## config.mk

```make
export PLATFORM = sky130hd
export DESIGN_NAME = c3po_packer
export DESIGN_NICKNAME = d
export VERILOG_FILES = /design/src/rtl/c3po_packer.sv
export SDC_FILE = /design/constraint.sdc
export NUM_CORES = 2
export LEC_CHECK = 0
export ABC_AREA = 1
export CAP_MARGIN = 20
export CORE_AREA = 2 2 613 615
export CTS_CLUSTER_SIZE = 12
export DETAILED_ROUTE_END_ITERATION = 8
export DIE_AREA = 0 0 615 617
export GPL_ROUTABILITY_DRIVEN = 0
export MAX_ROUTING_LAYER = met4
export PLACE_DENSITY = 0.44
export SYNTH_ARGS = -nofsm -noshare
export SYNTH_HDL_FRONTEND = slang
export SYNTH_SLANG_ARGS = --single-unit
```

## constraint.sdc

```tcl
create_clock -name i_clk -period 2.65 [get_ports i_clk]
set_input_delay 0.53 -clock i_clk [delete_from_list [all_inputs] [get_ports i_clk]]
set_output_delay 0.53 -clock i_clk [all_outputs]
set_load 0.05 [all_outputs]
```

## src/rtl/c3po_packer.sv

```systemverilog
// C-3PO transmit packer: gathers 32-byte narrow beats into 160-byte wide words,
// flags framing errors and holds one finished word under output backpressure.
module c3po_packer #(
    parameter int unsigned IN_BYTES_P = 32,
    parameter int unsigned BEATS_P    = 5
) (
    input  logic                            i_clk,
    input  logic                            i_reset,
    input  logic                            i_in_val,
    input  logic                            i_in_sop,
    input  logic                            i_in_eop,
    input  logic [7:0]                      i_in_vbc,
    input  logic [IN_BYTES_P*8-1:0]         i_in_data,
    output logic                            o_in_ready,
    output logic                            o_out_val,
    output logic                            o_out_sop,
    output logic                            o_out_eop,
    output logic [7:0]                      o_out_vbc,
    output logic [IN_BYTES_P*BEATS_P*8-1:0] o_out_data,
    input  logic                            i_out_ready,
    output logic                            o_idle,
    output logic                            o_err
);

    localparam int unsigned InW  = IN_BYTES_P * 8;
    localparam int unsigned OutW = IN_BYTES_P * BEATS_P * 8;
    localparam int unsigned CntW = (BEATS_P > 1) ? $clog2(BEATS_P) : 1;

    typedef enum logic [0:0] {StIdle, StAcc} state_e;

    state_e              r_state, w_state_nxt;
    logic [CntW-1:0]     r_cnt, w_cnt_nxt;
    logic                r_first, w_first_nxt;
    logic [OutW-1:0]     r_acc, w_acc_nxt;
    logic                r_out_val, r_out_sop, r_out_eop, r_err;
    logic [7:0]          r_out_vbc;
    logic [OutW-1:0]     r_out_data;

    logic                w_take, w_vbc_legal, w_vbc_err, w_load, w_err_nxt, w_word_sop;
    logic [7:0]          w_vbc_eff, w_word_vbc;
    logic [CntW-1:0]     w_slot;
    logic [InW-1:0]      w_beat;

    assign o_in_ready  = !r_out_val || i_out_ready;
    assign w_take      = i_in_val && o_in_ready;
    assign w_vbc_legal = (i_in_vbc != 8'd0) && (i_in_vbc <= 8'(IN_BYTES_P));
    // Only a legal final beat may be short; everything else counts as a full beat.
    assign w_vbc_eff   = (i_in_eop && w_vbc_legal) ? i_in_vbc : 8'(IN_BYTES_P);
    assign w_vbc_err   = !w_vbc_legal || (!i_in_eop && (i_in_vbc != 8'(IN_BYTES_P)));
    assign w_word_vbc  = 8'(IN_BYTES_P * 32'(w_slot)) + w_vbc_eff;

    always_comb begin
        w_beat = '0;
        for (int j = 0; j < IN_BYTES_P; j++) begin
            if (8'(j) < w_vbc_eff) begin
                w_beat[8*j +: 8] = i_in_data[8*j +: 8];
            end
        end
    end

    always_comb begin
        w_state_nxt = r_state;
        w_cnt_nxt   = r_cnt;
        w_first_nxt = r_first;
        w_acc_nxt   = r_acc;
        w_load      = 1'b0;
        w_err_nxt   = 1'b0;
        w_word_sop  = r_first;
        w_slot      = r_cnt;
        if (w_take) begin
            w_err_nxt = w_vbc_err;
            if (r_state == StIdle && !i_in_sop) begin
                w_err_nxt = 1'b1;
            end else begin
                // A sop restarts the packet, discarding any partial word in flight.
                if (i_in_sop) begin
                    w_slot     = '0;
                    w_word_sop = 1'b1;
                    if (r_state == StAcc) begin
                        w_err_nxt = 1'b1;
                    end
                end
                if (w_slot == '0) begin
                    w_acc_nxt = '0;
                end
                for (int s = 0; s < BEATS_P; s++) begin
                    if (CntW'(s) == w_slot) begin
                        w_acc_nxt[s*InW +: InW] = w_beat;
                    end
                end
                if (i_in_eop || w_slot == CntW'(BEATS_P - 1)) begin
                    w_load      = 1'b1;
                    w_cnt_nxt   = '0;
                    w_first_nxt = 1'b0;
                    w_state_nxt = i_in_eop ? StIdle : StAcc;
                end else begin
                    w_cnt_nxt   = w_slot + CntW'(1);
                    w_first_nxt = w_word_sop;
                    w_state_nxt = StAcc;
                end
            end
        end
    end

    always_ff @(posedge i_clk) begin
        if (i_reset) begin
            r_state    <= StIdle;
            r_cnt      <= '0;
            r_first    <= 1'b0;
            r_acc      <= '0;
            r_err      <= 1'b0;
            r_out_val  <= 1'b0;
            r_out_sop  <= 1'b0;
            r_out_eop  <= 1'b0;
            r_out_vbc  <= '0;
            r_out_data <= '0;
        end else begin
            r_state <= w_state_nxt;
            r_cnt   <= w_cnt_nxt;
            r_first <= w_first_nxt;
            r_acc   <= w_acc_nxt;
            r_err   <= w_err_nxt;
            if (w_load) begin
                r_out_val  <= 1'b1;
                r_out_sop  <= w_word_sop;
                r_out_eop  <= i_in_eop;
                r_out_vbc  <= w_word_vbc;
                r_out_data <= w_acc_nxt;
            end else if (i_out_ready) begin
                r_out_val <= 1'b0;
            end
        end
    end

    assign o_out_val  = r_out_val;
    assign o_out_sop  = r_out_sop;
    assign o_out_eop  = r_out_eop;
    assign o_out_vbc  = r_out_vbc;
    assign o_out_data = r_out_data;
    assign o_err      = r_err;
    assign o_idle     = (r_state == StIdle) && !r_out_val;

endmodule

```

* After elaboration in Yosys (flattened, before gate mapping)
Index checks and enable logic that the tools add are counted.
Storage, ports and cells: register bits after elaboration 2577, output and inout bits 1294
Operators by class: $add $sub $neg 2, order comparisons 33, eq/ne operators 6, mux-type cells 61, bitwise operators 3, reduce and logical (&&, ||, !) cells 18
Operator list (count):
- $mux W1280 | 3
- $mux W256 | 5
- $mux W8 | 33
- $lt A5 B8 Y1 const A | 16
- $lt A4 B8 Y1 const A | 8
- $lt A3 B8 Y1 const A | 4
- $mux W3 | 6
- $lt A1 B8 Y1 const A | 2
- $lt A2 B8 Y1 const A | 2
- $mux W1 | 14
- $add A8 B8 Y8 | 1
- $le A8 B6 Y1 const B | 1
- $ne A8 B6 Y1 const B | 1
- $reduce_bool A8 Y1 | 1
- $eq A2 B3 Y1 const A | 2
- $logic_and A1 B1 Y1 | 6
- $logic_not A1 Y1 | 4
- $add A3 B1 Y3 const B | 1
- $eq A1 B3 Y1 const A | 1
- $eq A3 B3 Y1 const A | 1
- $eq A3 B3 Y1 const B | 1
- $logic_not A3 Y1 | 1
- $logic_or A1 B1 Y1 | 3
- $not A1 Y1 | 3
- 3 further kinds | 3

* Depth between registers and ports, before layout
depth in word-level cells 10, depth in mapped cells 18, depth with buffers taken out 16

* Least setup slack after synthesis
OpenSTA, ideal clock, no wires.
path type flip-flop to flip-flop, start register r_out_val, in the netlist o_out_val, end register r_out_data[896], in the netlist o_out_data[896], library setup time 0.113 ns, arrival 2.619 ns, required time 2.537 ns, slack -0.082 ns, stages on the path, launching flop included 13, period minus slack after synthesis 2.732 ns, cell sequence dfxtp_1 -> nand2_1 -> nand2_2 -> nor2_4 -> inv_2 -> nor2_2 -> inv_1 -> clkbuf_1 -> buf_2 -> buf_1 -> o22ai_1 -> nand2_1 -> nand2_1
Between the ends: longest elaborated chain between the ends 4, elaborated cells on any way between the ends 5
RTL lines:
- from (decl) | RTL line 35 | logic r_out_val, r_out_sop, r_out_eop, r_err;
- from (signal assigned) | RTL line 112 | r_out_val <= 1'b0;
- from (signal assigned) | RTL line 124 | r_out_val <= 1'b1;
- from (signal assigned) | RTL line 130 | r_out_val <= 1'b0;
- $logic_not A1 Y1 * | RTL line 44 | assign o_in_ready = !r_out_val || i_out_ready;
- $logic_or A1 B1 Y1 * | RTL line 44
- net o_in_ready | RTL line 14 | output logic o_in_ready,
- $logic_and A1 B1 Y1 * | RTL line 45 | assign w_take = i_in_val && o_in_ready;
- $mux W1280 or $mux W1 (tied branches) | RTL line 70 | if (w_take) begin
- to (signal assigned) | RTL line 128 | r_out_data <= w_acc_nxt;
- to (decl) | RTL line 37 | logic [OutW-1:0] r_out_data;
The timed path passes the listed nets; every way through them passes the cells marked *. A chain may end at the register's enable or synchronous reset.

* Worst setup path after layout
start register r_out_data[1148], in the netlist o_out_data[1148], end output port o_out_data[1148]
RTL lines:
- to (decl) | RTL line 19 | output logic [IN_BYTES_P*BEATS_P*8-1:0] o_out_data,
No word-level cell between the ends.

==> results.json <==
{
  "ff2ff_path_depth": 12,
  "switching_share_pct": 28.9,
  "start_util_pct": 26.2,
  "antenna_found_initial": 57,
  "combPwrFrac_pct": 12.8,
  "drive_gt1_share_pct": 11.6,
  "nets": 15300,
  "ys_ff_latch": 2577,
  "synth_cells": 13100,
  "power_w": 0.0991,
  "design.core.area_um2": 374000,
  "cp_num_buf_inv": 1,
  "cts_tree": "done",
  "clkSinkCount": 2577,
  "crit_family": "flip-flops",
  "max_stage_delay_ns": 0.59,
  "final_cell_mix": "nand2_1, dfxtp_1, a21oi_1",
  "power.density_nw_per_um2": 721,
  "internal_power_w": 0.0704,
  "clk_path_buf_depth": 4,
  "die_h_um": 617,
  "min_period_ns": 2.62,
  "cts_inserted_buffers": 312,
  "grt_pass1_vias": 89400,
  "syn_avg_cell_area_um2": 7.48,
  "routed_wirelength_mm": 514,
  "slew_violations": 0,
  "drt_first_iter_violations": 7716,
  "grt_usage_pct": 26.6,
  "maxCapViolCount": 0,
  "rsz0062_at_grt": "no",
  "path_cells": "clkdlybuf4s15_1",
  "setup.worst_path.class": "flop to output port",
  "p_sw_w": 0.0287,
  "p_leak_nw": 60.2,
  "end_kind": "output port",
  "ios": 1564,
  "htree_levels": 5,
  "p_seq_share_pct": 41.6,
  "crit_fanout": 2,
  "ir_worst_vdd_v": 0.000474,
  "port_buffers": 1563,
  "drtAntennaViolNets": 0,
  "finalHoldViolCount": 0,
  "overflow": 0,
  "synth_seq_area_share_pct": 52.6,
  "n_fill_cell": 39700,
  "cp.depth": 1,
  "setup_viol": 0,
  "layout_commonest_cell": "nand2_1",
  "dieArea_um2": 379000,
  "max_freq_ghz": 0.381,
  "clock_latency_ns": 0.94,
  "ys_warn_count": 0,
  "hold_depth": 3,
  "worstPathRequired_ns": 2.12,
  "final.setup.worst_slack_ns": 0.0277,
  "worst_pin_slew_ns": 0.842,
  "path_clk_slew_ns": 0.06,
  "worst_setup_path_start_kind": "flop",
  "critPathArrivalTime_ns": 2.09,
  "netlist_area_um2": 98100,
  "grt_pass1_wl_mm": 709,
  "min_period_over_period_pct": 99.0,
  "detail_route.vias_per_cell": 4.72,
  "r2r_setup_slack_ns": 0.14,
  "clock_skew_ns": 0.0490,
  "syn_nets": 13400,
  "drc_errors": 0,
  "core.rowCount": 225,
  "hpwlAfterDp_mm": 382,
  "synthToLayoutAreaGrowth_pct": 40.1,
  "dr_total_vias": 95800,
  "cts-root-buf": "clkbuf_16",
  "dieWidth_um": 615,
  "wl_per_cell_um": 25.3,
  "relSlewSlack_pct": 43.8,
  "dp_worst_setup_slack_ns": -1.03,
  "clock_power_share_pct": 45.6,
  "finalSetupTns_ns": 0,
  "grt_max_degree": 139,
  "drtPass1Iterations": 6,
  "regArea_um2": 51600,
  "synth.distinct_cells": 47,
  "multiInputGateArea_um2": 38500,
  "crit_slowest_cell": "dfxtp_1",
  "min_path_type": "input port to flop",
  "status": "complete, no violations"
}
==> power by group through the flow <==
| stage | Clock [W] | Sequential (W) | Combinational [W] |
|---|---|---|---|
| final | 0.0452 | 0.0412 | 0.0127 |
| after global placement | 0 | 0.0421 | 0.0132 |
| after floorplan | 0 | 0.0445 | 0.00367 |
| after detailed placement | 0 | 0.0421 | 0.0132 |
| after global routing | 0.0478 | 0.0413 | 0.0134 |
| after CTS | 0.0462 | 0.0412 | 0.0127 |
==> registers in the layout (all words and copies together) (netlist names) <==
register / cells
r_acc: 1280
o_out_vbc: 8
o_out_data: 1280
o_err: 1
o_out_val: 1
r_state: 1
o_out_sop: 1
r_cnt: 3
r_first: 1
o_out_eop: 1
==> cells by family (layout without fill, tap and decap cells) <==
logic type	after synthesis	in the layout	synth area share, %
AOI/OAI and AO/OA	3882	3882	20.8
xor gates and xnor gates	1	1	0.00893
adders and majority gates	7	7	0.0970
buffers and inverters	2120	4268	8.29
DFF	2577	2577	52.6
other	1	39	0.00382
and+or+nand+nor	4513	4513	18.2
==> synthesized netlist by cell type, drive strengths merged <==
cell,n,share of area (%)
o21bai,117,0.90
a32o,3,0.031
buf,182,0.87
nand3,249,1.3
dfxtp,2577,53
clkinv,3,0.011
or2,4,0.026
xnor2,1,0.0089
a21o,33,0.25
nor2,811,3.2
o211ai,26,0.20
a21oi,2033,10
a22o,2,0.018
a211oi,31,0.24
nor3,1,0.0051
clkbuf,835,3.2
o2111ai,1,0.0089
o211a,3,0.031
a22oi,11,0.084
nand2,3297,13
o22ai,105,0.67
conb,1,0.0038
ha,6,0.077
o22a,47,0.42
and2,3,0.019
o21a,1,0.0077
a31oi,38,0.24
a221oi,3,0.027
nand4,148,0.94
fa,1,0.020
inv,1100,4.2
o21ai,1428,7.3
==> per-stage QoR <==
stage	utilization [%]	instance area [µm²]	instances	hold slack, ns
6_report	36.8	137000	20300	0.236
3_5_place_dp	34.2	128000	19700	0.440
2_1_floorplan	-	98100	13100	0.445
5_1_grt	36.8	137000	20300	0.230
4_1_cts	36.7	137000	20200	0.158
3_3_place_gp	34.2	128000	19700	0.438
==> repair_timing <==
item / 4_1_cts / 5_1_grt
cloned: 0 / 2
pin swaps: 0 / 2
hold buffers: 1 / 0
buffers inserted: 0 / 3
endpoints found under the setup margin: 1165 / 88
hold endpoints to repair: 2 / 0
gates resized for setup: 1191 / 26
==> final timing paths <==
kind / from / to
worst max-delay path: o_out_data[1148]$_SDFFE_PP0P_ / o_out_data[1148]
worst min-delay path: i_in_data[34] / r_acc[1058]$_SDFF_PP0_
worst max register to register: r_cnt[1]$_SDFFE_PP0P_ / o_out_data[119]$_SDFFE_PP0P_
worst min register to register: o_out_data[867]$_SDFFE_PP0P_ / o_out_data[867]$_SDFFE_PP0P_
==> routing by layer <==
layer	track usage, %	share of wire (%)	up-vias
met2	43.1	47	2709
met5	-	0	-
met4	13.0	5.5	0
met3	4.04	5.1	725
li1	-	-	46500
met1	32.4	42	45900
==> layout make-up <==
class / count / area share, %
diodes: 38 / 0.0692
clock buffers: 457 / 6.68
clock inverters: 103 / 1.11
inverters: 1103 / 3.09
multi-input cells: 8404 / 28.0
flip-flops and latches: 2577 / 37.5
well taps: 4994 / 4.55
repair buffers: 2605 / 18.9
Power figures use the tool's default switching activity.
